[src/rtl/fp_mul_iter.sv]
// Iterative floating-point multiplier with valid/ready handshakes.
// Radix-2^RADIX_BITS mantissa multiply, round-to-nearest-even, flush-to-zero
// for subnormal inputs and underflowing results.
// Optional build macro: FPU_MUL_FLAGS_EN adds the o_flags port
// {invalid, overflow, underflow, inexact}; o_result is the same either way.
//
// state   | meaning
// --------+-----------------------------------------------------------
// S_IDLE  | waiting for operands
// S_CLASS | classify operands; specials finish here, else set up multiply
// S_MULT  | retire RADIX_BITS multiplier bits per cycle
// S_NORM  | normalise product, extract guard and sticky
// S_ROUND | round to nearest even, range check exponent
// S_DONE  | result valid, held until consumer accepts
module fp_mul_iter #(
   parameter int EXP_BITS   = 8,
   parameter int MAN_BITS   = 23,
   parameter int RADIX_BITS = 4
) (
   input  logic                       i_clk,
   input  logic                       i_rst,
   input  logic                       i_valid,
   output logic                       o_ready,
   input  logic [EXP_BITS+MAN_BITS:0] i_a,
   input  logic [EXP_BITS+MAN_BITS:0] i_b,
   output logic                       o_valid,
   input  logic                       i_ready,
   output logic [EXP_BITS+MAN_BITS:0] o_result
`ifdef FPU_MUL_FLAGS_EN
   ,
   output logic [3:0]                 o_flags
`endif
);

   localparam int W     = 1 + EXP_BITS + MAN_BITS;
   localparam int EW    = EXP_BITS + 2;
   localparam int ACC_W = 2*MAN_BITS + 2;
   localparam int N     = (MAN_BITS + RADIX_BITS) / RADIX_BITS;
   localparam int CW    = (N > 1) ? $clog2(N) : 1;

   localparam logic signed [EW-1:0] BIAS = EW'((1 << (EXP_BITS-1)) - 1);
   localparam logic signed [EW-1:0] EMAX = EW'((1 << EXP_BITS) - 1);
   localparam logic signed [EW-1:0] EONE = EW'(1);
   localparam logic signed [EW-1:0] EZRO = EW'(0);
   localparam logic [W-1:0] QNAN = {1'b0, {EXP_BITS{1'b1}}, 1'b1, {(MAN_BITS-1){1'b0}}};

   typedef enum logic [2:0] {
      S_IDLE, S_CLASS, S_MULT, S_NORM, S_ROUND, S_DONE
   } state_t;

   state_t                state_q, state_d;
   logic [W-1:0]          a_q, a_d, b_q, b_d, res_q, res_d;
   logic                  s_q, s_d;
   logic signed [EW-1:0]  e_q, e_d;
   logic [ACC_W-1:0]      acc_q, acc_d, mand_q, mand_d;
   logic [MAN_BITS:0]     mb_q, mb_d;
   logic [CW-1:0]         cnt_q, cnt_d;
   logic [MAN_BITS-1:0]   frac_q, frac_d;
   logic                  g_q, g_d, st_q, st_d;
`ifdef FPU_MUL_FLAGS_EN
   logic [3:0]            flg_q, flg_d;
`endif

   logic [EXP_BITS-1:0]   ex, ey;
   logic [MAN_BITS-1:0]   mx, my;
   logic                  zero_x, zero_y, inf_x, inf_y, nan_x, nan_y;
   logic                  up;
   logic [MAN_BITS:0]     rsum;
   logic signed [EW-1:0]  e_r;
   logic [ACC_W-1:0]      chunk;

   assign ex     = a_q[W-2:MAN_BITS];
   assign ey     = b_q[W-2:MAN_BITS];
   assign mx     = a_q[MAN_BITS-1:0];
   assign my     = b_q[MAN_BITS-1:0];
   assign zero_x = (ex == '0);
   assign zero_y = (ey == '0);
   assign inf_x  = (&ex) & (mx == '0);
   assign inf_y  = (&ey) & (my == '0);
   assign nan_x  = (&ex) & (mx != '0);
   assign nan_y  = (&ey) & (my != '0);

   assign chunk  = {{(ACC_W-RADIX_BITS){1'b0}}, mb_q[RADIX_BITS-1:0]};
   assign up     = g_q & (st_q | frac_q[0]);
   assign rsum   = {1'b0, frac_q} + {{MAN_BITS{1'b0}}, up};
   assign e_r    = e_q + {{(EW-1){1'b0}}, rsum[MAN_BITS]};

   assign o_ready  = (state_q == S_IDLE) | ((state_q == S_DONE) & i_ready);
   assign o_valid  = (state_q == S_DONE);
   assign o_result = res_q;
`ifdef FPU_MUL_FLAGS_EN
   assign o_flags  = flg_q;
`endif

   // State and datapath registers with synchronous reset.
   always_ff @(posedge i_clk) begin
      if (i_rst) begin
         state_q <= S_IDLE;
         a_q     <= '0;
         b_q     <= '0;
         res_q   <= '0;
         s_q     <= 1'b0;
         e_q     <= '0;
         acc_q   <= '0;
         mand_q  <= '0;
         mb_q    <= '0;
         cnt_q   <= '0;
         frac_q  <= '0;
         g_q     <= 1'b0;
         st_q    <= 1'b0;
`ifdef FPU_MUL_FLAGS_EN
         flg_q   <= '0;
`endif
      end else begin
         state_q <= state_d;
         a_q     <= a_d;
         b_q     <= b_d;
         res_q   <= res_d;
         s_q     <= s_d;
         e_q     <= e_d;
         acc_q   <= acc_d;
         mand_q  <= mand_d;
         mb_q    <= mb_d;
         cnt_q   <= cnt_d;
         frac_q  <= frac_d;
         g_q     <= g_d;
         st_q    <= st_d;
`ifdef FPU_MUL_FLAGS_EN
         flg_q   <= flg_d;
`endif
      end
   end

   // Next-state and datapath updates for each phase of the operation.
   always_comb begin
      state_d = state_q;
      a_d     = a_q;
      b_d     = b_q;
      res_d   = res_q;
      s_d     = s_q;
      e_d     = e_q;
      acc_d   = acc_q;
      mand_d  = mand_q;
      mb_d    = mb_q;
      cnt_d   = cnt_q;
      frac_d  = frac_q;
      g_d     = g_q;
      st_d    = st_q;
`ifdef FPU_MUL_FLAGS_EN
      flg_d   = flg_q;
`endif
      case (state_q)
         S_IDLE: begin
            if (i_valid) begin
               a_d     = i_a;
               b_d     = i_b;
               state_d = S_CLASS;
            end
         end
         S_CLASS: begin
            s_d = a_q[W-1] ^ b_q[W-1];
            if (nan_x | nan_y | (zero_x & inf_y) | (inf_x & zero_y)) begin
               res_d   = QNAN;
               state_d = S_DONE;
`ifdef FPU_MUL_FLAGS_EN
               flg_d   = 4'b1000;
`endif
            end else if (inf_x | inf_y) begin
               res_d   = {a_q[W-1] ^ b_q[W-1], {EXP_BITS{1'b1}}, {MAN_BITS{1'b0}}};
               state_d = S_DONE;
`ifdef FPU_MUL_FLAGS_EN
               flg_d   = 4'b0000;
`endif
            end else if (zero_x | zero_y) begin
               res_d   = {a_q[W-1] ^ b_q[W-1], {(W-1){1'b0}}};
               state_d = S_DONE;
`ifdef FPU_MUL_FLAGS_EN
               flg_d   = 4'b0000;
`endif
            end else begin
               e_d     = $signed({2'b00, ex}) + $signed({2'b00, ey}) - BIAS;
               acc_d   = '0;
               mand_d  = {{(ACC_W-MAN_BITS-1){1'b0}}, 1'b1, mx};
               mb_d    = {1'b1, my};
               cnt_d   = CW'(N - 1);
               state_d = S_MULT;
            end
         end
         S_MULT: begin
            acc_d  = acc_q + mand_q * chunk;
            mand_d = mand_q << RADIX_BITS;
            mb_d   = mb_q >> RADIX_BITS;
            cnt_d  = cnt_q - CW'(1);
            if (cnt_q == '0) state_d = S_NORM;
         end
         S_NORM: begin
            if (acc_q[ACC_W-1]) begin
               e_d    = e_q + EONE;
               frac_d = acc_q[2*MAN_BITS:MAN_BITS+1];
               g_d    = acc_q[MAN_BITS];
               st_d   = |acc_q[MAN_BITS-1:0];
            end else begin
               frac_d = acc_q[2*MAN_BITS-1:MAN_BITS];
               g_d    = acc_q[MAN_BITS-1];
               st_d   = |acc_q[MAN_BITS-2:0];
            end
            state_d = S_ROUND;
         end
         S_ROUND: begin
            if (e_r >= EMAX) begin
               res_d = {s_q, {EXP_BITS{1'b1}}, {MAN_BITS{1'b0}}};
`ifdef FPU_MUL_FLAGS_EN
               flg_d = 4'b0101;
`endif
            end else if (e_r <= EZRO) begin
               res_d = {s_q, {(W-1){1'b0}}};
`ifdef FPU_MUL_FLAGS_EN
               flg_d = 4'b0011;
`endif
            end else begin
               res_d = {s_q, e_r[EXP_BITS-1:0], rsum[MAN_BITS-1:0]};
`ifdef FPU_MUL_FLAGS_EN
               flg_d = {3'b000, g_q | st_q};
`endif
            end
            state_d = S_DONE;
         end
         S_DONE: begin
            if (i_ready) begin
               if (i_valid) begin
                  a_d     = i_a;
                  b_d     = i_b;
                  state_d = S_CLASS;
               end else begin
                  state_d = S_IDLE;
               end
            end
         end
         default: state_d = S_IDLE;
      endcase
   end

endmodule

[config.mk]
export PLATFORM = sky130hd
export DESIGN_NAME = fp_mul_iter
export DESIGN_NICKNAME = d
export VERILOG_FILES = /design/src/rtl/fp_mul_iter.sv
export SDC_FILE = /design/constraint.sdc
export NUM_CORES = 1
export LEC_CHECK = 0
export ABC_CLOCK_PERIOD_IN_PS = 5600
export CORE_MARGIN = 4
export CORE_UTILIZATION = 45
export DETAILED_ROUTE_END_ITERATION = 12
export SLEW_MARGIN = 15
export SYNTH_ARGS = -nofsm -noshare
export SYNTH_HDL_FRONTEND = slang
export SYNTH_SLANG_ARGS = --single-unit
[constraint.sdc]
create_clock -name i_clk -period 5.6 [get_ports i_clk]
set_input_delay 0.84 -clock i_clk [delete_from_list [all_inputs] [get_ports i_clk]]
set_output_delay 0.84 -clock i_clk [all_outputs]
set_load 0.05 [all_outputs]
======== Yosys cells after proc, flatten, opt, wreduce, memory -nomap -nowiden ========
Index checks and enable logic that the tools add are counted.
operators by class
  add/subtract/negate cells ............... 7
  shift operators ......................... 0
  reductions and logical operators ........ 21
  divide/modulo/power cells ............... 0
  multipliers ............................. 1
  bitwise logic cells ..................... 16
  multiplexer cells ....................... 44
  equality and inequality tests ........... 13
  order comparisons ....................... 2
operators with widths
  operator                                                         number
  48-bit two-way mux                                               6
  32-bit two-way mux                                               7
  32-bit case mux with 2 select lines                              3
  48-bit case mux with 2 select lines                              2
  24-bit two-way mux                                               3
  31-bit two-way mux                                               2
  48-bit adder                                                     1
  48-bit by 4-bit multiplier with 48-bit output                    1
  24-bit case mux with 2 select lines                              1
  23-bit zero test                                                 2
  23-bit nonzero test                                              2
  10-bit two-way mux                                               4
  3-bit two-way mux                                                9
  23-bit by 1-bit adder with 24-bit output                         1
  23-bit two-way mux                                               1
  23-bit OR reduction                                              1
  22-bit OR reduction                                              1
  10-bit case mux with 2 select lines                              1
  3-bit case mux with 6 select lines                               1
  8-bit zero test                                                  2
  8-bit AND reduction                                              2
  2-bit != test, second input constant                             6
  10-bit by 1-bit adder with 10-bit output                         1
  10-bit by 2-bit adder with 10-bit output, second input constant  1
  other kinds (21)                                                 43
storage, ports and cells
  output and inout bits ................... 34
  memories kept ........................... 0
  flip-flop bits (word level) ............. 258
  input port bits ......................... 68
  bits in writable memories ............... 0
  word-level logic and storage cells ...... 117
  ROM bits ................................ 0
  latch bits .............................. 0

======== Logic depth before layout (Yosys ltp) ========
  word-level depth ........................ 8
  gate-level depth with buffers ........... 19
  gate-level depth less buffers ........... 18

======== Least setup slack after synthesis ========
OpenSTA, ideal clock, no wires.
  kind .................................... register -> register
  from .................................... reg mb_q[2]
  to ...................................... reg acc_q[43]
  buffers on the path ..................... 2
  path slack .............................. 929 ps
  data required time ...................... 5483 ps
  cell stages (with the launch flop) ...... 18
  setup time .............................. 117 ps
  data arrival time ....................... 4553 ps
  clock period less this slack ............ 4671 ps
  path through ............................ dfxtp_1 -> clkbuf_1 -> clkbuf_1 -> and2_1 -> fa_1 -> fa_1 -> inv_1 -> fa_1 -> inv_1 -> ha_1 -> and3_4 -> a31o_1 -> o311a_1 -> o21a_2 -> o211ai_2 -> a21oi_1 -> or3_1 -> a32o_1
on the way
  longest elaborated chain between the ends .. 3
RTL lines
  item                                           line  RTL
  start: declaration                             56    logic [MAN_BITS:0] mb_q, mb_d;
  start signal: assignment                       123   mb_q <= mb_d;
  48-bit by 4-bit multiplier with 48-bit output  190   acc_d = acc_q + mand_q * chunk;
  48-bit adder                                   190
  48-bit case mux with 2 select lines            152   case (state_q)
  end signal: assignment                         104   acc_q <= '0;
  end signal: assignment                         121   acc_q <= acc_d;
  end: declaration                               55    logic [ACC_W-1:0] acc_q, acc_d, mand_q, mand_d;
No other way between the ends.
A chain may end at the register's enable or synchronous reset.

======== Worst setup path after layout ========
Same ends and word-level chain as after synthesis.

==> flow_metrics.env <==
export IMPL_cts_max_level=1
export IMPL_global_route_usage_met3_pct=2.71
export IMPL_hold_class="flip-flop to flip-flop"
export IMPL_fmax_mhz=203
export IMPL_combPwrFrac_pct=27.1
export IMPL_final_cell_mix="nand2_1 (314), dfxtp_1 (257), inv_1 (241)"
export IMPL_dieArea_mm2=0.0440
export IMPL_clkPwrFrac_pct=34.4
export IMPL_netlist_top_cells_area="dfxtp_1 (28%), fa_1 (15%), nand2_1 (6.4%), and2_1 (5.9%), a21oi_1 (5.8%)"
export IMPL_io_pins=102
export IMPL_postCtsHoldBufs=0
export IMPL_drtPass1Iterations=5
export IMPL_whs_ns=0.453
export IMPL_holdPathStages=2
export IMPL_rsz0062_at_grt="no"
export IMPL_place_hpwl_um=35300
export IMPL_ys_flop_type="dfxtp_1"
export IMPL_tns_ns=0
export IMPL_synth_enable_flop_cells=0
export IMPL_final_layout_size_suffix_gt1_share_pct=4.39
export IMPL_fin_skew_ns=0.0190
export IMPL_place_gp_congestion=0.958
export IMPL_grt_max_degree=98
export IMPL_wl_per_cell_um=16.8
export IMPL_worst_pin_slew_ns=0.993
export IMPL_final_nets=2573
export IMPL_reg2regPathDepth=17
export IMPL_post_cts_buffers=0
export IMPL_core_mm2=0.0400
export IMPL_drv_slew=0
export IMPL_yosysWarnings=0
export IMPL_powerDensity_mw_per_mm2=288
export IMPL_synth_seq_cells=258
export IMPL_num_vias=15400
export IMPL_grt_antenna_before_repair=0
export IMPL_area_growth_pct=12.8
export IMPL_ys_seq_area_share_pct=28.2
export IMPL_setup_violations=0
export IMPL_rows=73
export IMPL_power_net_switching_uw=2180
export IMPL_min_period_ns=4.94
export IMPL_grt_pass1_wl_um=79200
export IMPL_path_max_fanout=26
export IMPL_drtIter0Drc=1038
export IMPL_clockBufferDepth=3
export IMPL_clkSlewWorstSetupHoldPaths_ns=0.06
export IMPL_syn_avg_cell_area_um2=8.06
export IMPL_die_w_um=210
export IMPL_grt_overflow=0
export IMPL_grt_busiest_layer="met2"
export IMPL_setup_worst_path_start_class="flip-flop"
export IMPL_min_from="mb_q[5]"
export IMPL_layout_commonest_cell="nand2_1"
export IMPL_p_sw_share_pct=36.6
export IMPL_fp_dieH_um=210
export IMPL_track_usage_pct=21.4
export IMPL_crit_arrival_ns=5.41
export IMPL_r2r_end="acc_q[43]"
export IMPL_synth_top_cell_by_area="dfxtp_1"
export IMPL_worstSetupPathType="flip-flop to flip-flop"
export IMPL_post_cts_resized=0
export IMPL_vias_per_cell=5.41
export IMPL_drtAntennaViolNets=0
export IMPL_outcome="complete, no violations"
export IMPL_use_met1_pct=29.0
export IMPL_power_leakage_uw=0.00861
export IMPL_hold_end="mb_q[5]"
export IMPL_yosysUniqueCellTypes=78
export IMPL_r2r_slack_ns=0.66
export IMPL_cts_buffers_inserted=31
export IMPL_cap_violations=0
export IMPL_layout_cells_non_filler=2847
export IMPL_start_util_pct=45.8
export IMPL_pwr_share_seq_pct=38.5
export IMPL_insertion_delay_ns=0.59
export IMPL_relSlewSlack_pct=33.8
export IMPL_synth_top_cell_area_share_pct=28.2
export IMPL_place_inst=2789
export IMPL_ir_drop_v=0.000261
export IMPL_power_internal_uw=3770
export IMPL_crit_required_ns=6.07
export IMPL_cts_tree="built"
export IMPL_async_flop_share_pct=0
export IMPL_fin_util_pct=51.7
export IMPL_routed_wl_um=47900
export IMPL_use_met2_pct=36.3
export IMPL_grt_pass1_vias=15200
export IMPL_io_buffers=101
export IMPL_finalHoldViolations=0
export IMPL_syn_inst=2276
export IMPL_syn_nets=2552
export IMPL_fin_crit_sh_pct=88.1
export IMPL_route_detailed_drc=0
export IMPL_cts_sinks=258
export IMPL_timing_rr_start="mb_q[2]"
export IMPL_root_buffer="clkbuf_16"
export IMPL_endpoint_kind="flip-flop"
export IMPL_syn_area_mm2=0.0183
export IMPL_n_antenna_cell=0
final cells by class:
cell class / instances / area (µm²)
Fill cell: 3927 / 19300
Multi-Input combinational cell: 1642 / 11700
Sequential cell: 258 / 5170
Timing Repair Buffer: 123 / 1180
Inverter: 241 / 905
Clock buffer: 46 / 902
Tap cell: 525 / 657
Clock inverter: 12 / 135
kinds of logic after synthesis:
group	count (synthesis)	synth area share [%]
AO/OA/AOI/OAI	511	17.4
flip-flops	258	28.2
buffers and inverters	376	7.99
multiplexers	27	1.47
XOR/XNOR	78	3.73
AND/OR/NAND/NOR	817	21.4
adder cells (fa/ha/maj)	209	19.8
routing by layer:
layer / part of all wire (%) / wire (µm) / vias to the layer above
met3: 4.1 / 1940 / 84
met4: 3.1 / 1490 / 0
met2: 47 / 22600 / 319
met5: 0 / 0 / -
met1: 46 / 21900 / 7372
li1: - / - / 7618
how the worst max path moves through the flow:
stage,startpoint,end,cells past startpoint
floorplan,mb_q[2],acc_q[43],17
detailed placement,mb_q[2],acc_q[43],17
global route,mb_q[2],acc_q[46],17
finish,mb_q[2],acc_q[43],17
CTS,mb_q[2],acc_q[43],17
global placement,mb_q[2],acc_q[43],17
state kept, by name, summed over array words and instances (netlist names):
| signal | cells |
|---|---|
| mand_q | 48 |
| b_q | 32 |
| o_result | 32 |
| acc_q | 48 |
| state_q | 3 |
| frac_q | 23 |
| cnt_q | 3 |
| mb_q | 24 |
| st_q | 1 |
| g_q | 1 |
| a_q | 32 |
| s_q | 1 |
| e_q | 10 |
worst max-delay path, stage by stage (launching register included):
cell	delay, ns
dfxtp_1	0.33
buf_4	0.28
and2_1	0.20
fa_1	0.45
fa_1	0.55
inv_1	0.05
fa_1	0.50
inv_1	0.04
ha_1	0.36
a21oi_1	0.37
o21ai_0	0.17
a21oi_1	0.18
o21ai_0	0.11
or2_2	0.34
o211ai_2	0.22
a21oi_1	0.11
or3_1	0.32
a32o_1	0.24
synthesized netlist by cell type (9+ instances only):
cell type    n
a31oi_1     13
nand4_1     22
o21ai_0     55
inv_1      241
a211oi_1    37
o21a_1       9
a21oi_1    214
nor2_1     137
fa_1       135
and2_1     172
a21o_1      31
xor2_1      27
nand3_1     70
dfxtp_1    258
nand2b_1    10
xnor2_1     51
buf_1       11
a22oi_1     78
ha_1        73
and3_1      16
mux2i_1     27
nand2_1    315
nor3_1      17
o21ai_1     11
buf_2       11
nor4_1      17
clkbuf_1   107
through the flow:
step / area, µm² / setup WS, ns / total power (µW)
after global placement: 19600 / 0.750 / 3920
after CTS: 20700 / 0.666 / 6000
final: 20700 / 0.664 / 5950
after global routing: 20700 / 0.360 / 6280
after detailed placement: 19600 / 0.701 / 3940
after floorplan: 18300 / 0.929 / 3440
power by group through the flow:
stage	logic [µW]	registers [µW]	clock network (µW)
after floorplan	1140	2300	0
after global placement	1600	2320	0
after detailed placement	1610	2330	0
after CTS	1620	2290	2090
after global routing	1780	2320	2170
final	1610	2290	2050
Note: power is estimated with default switching activity, not from simulation.
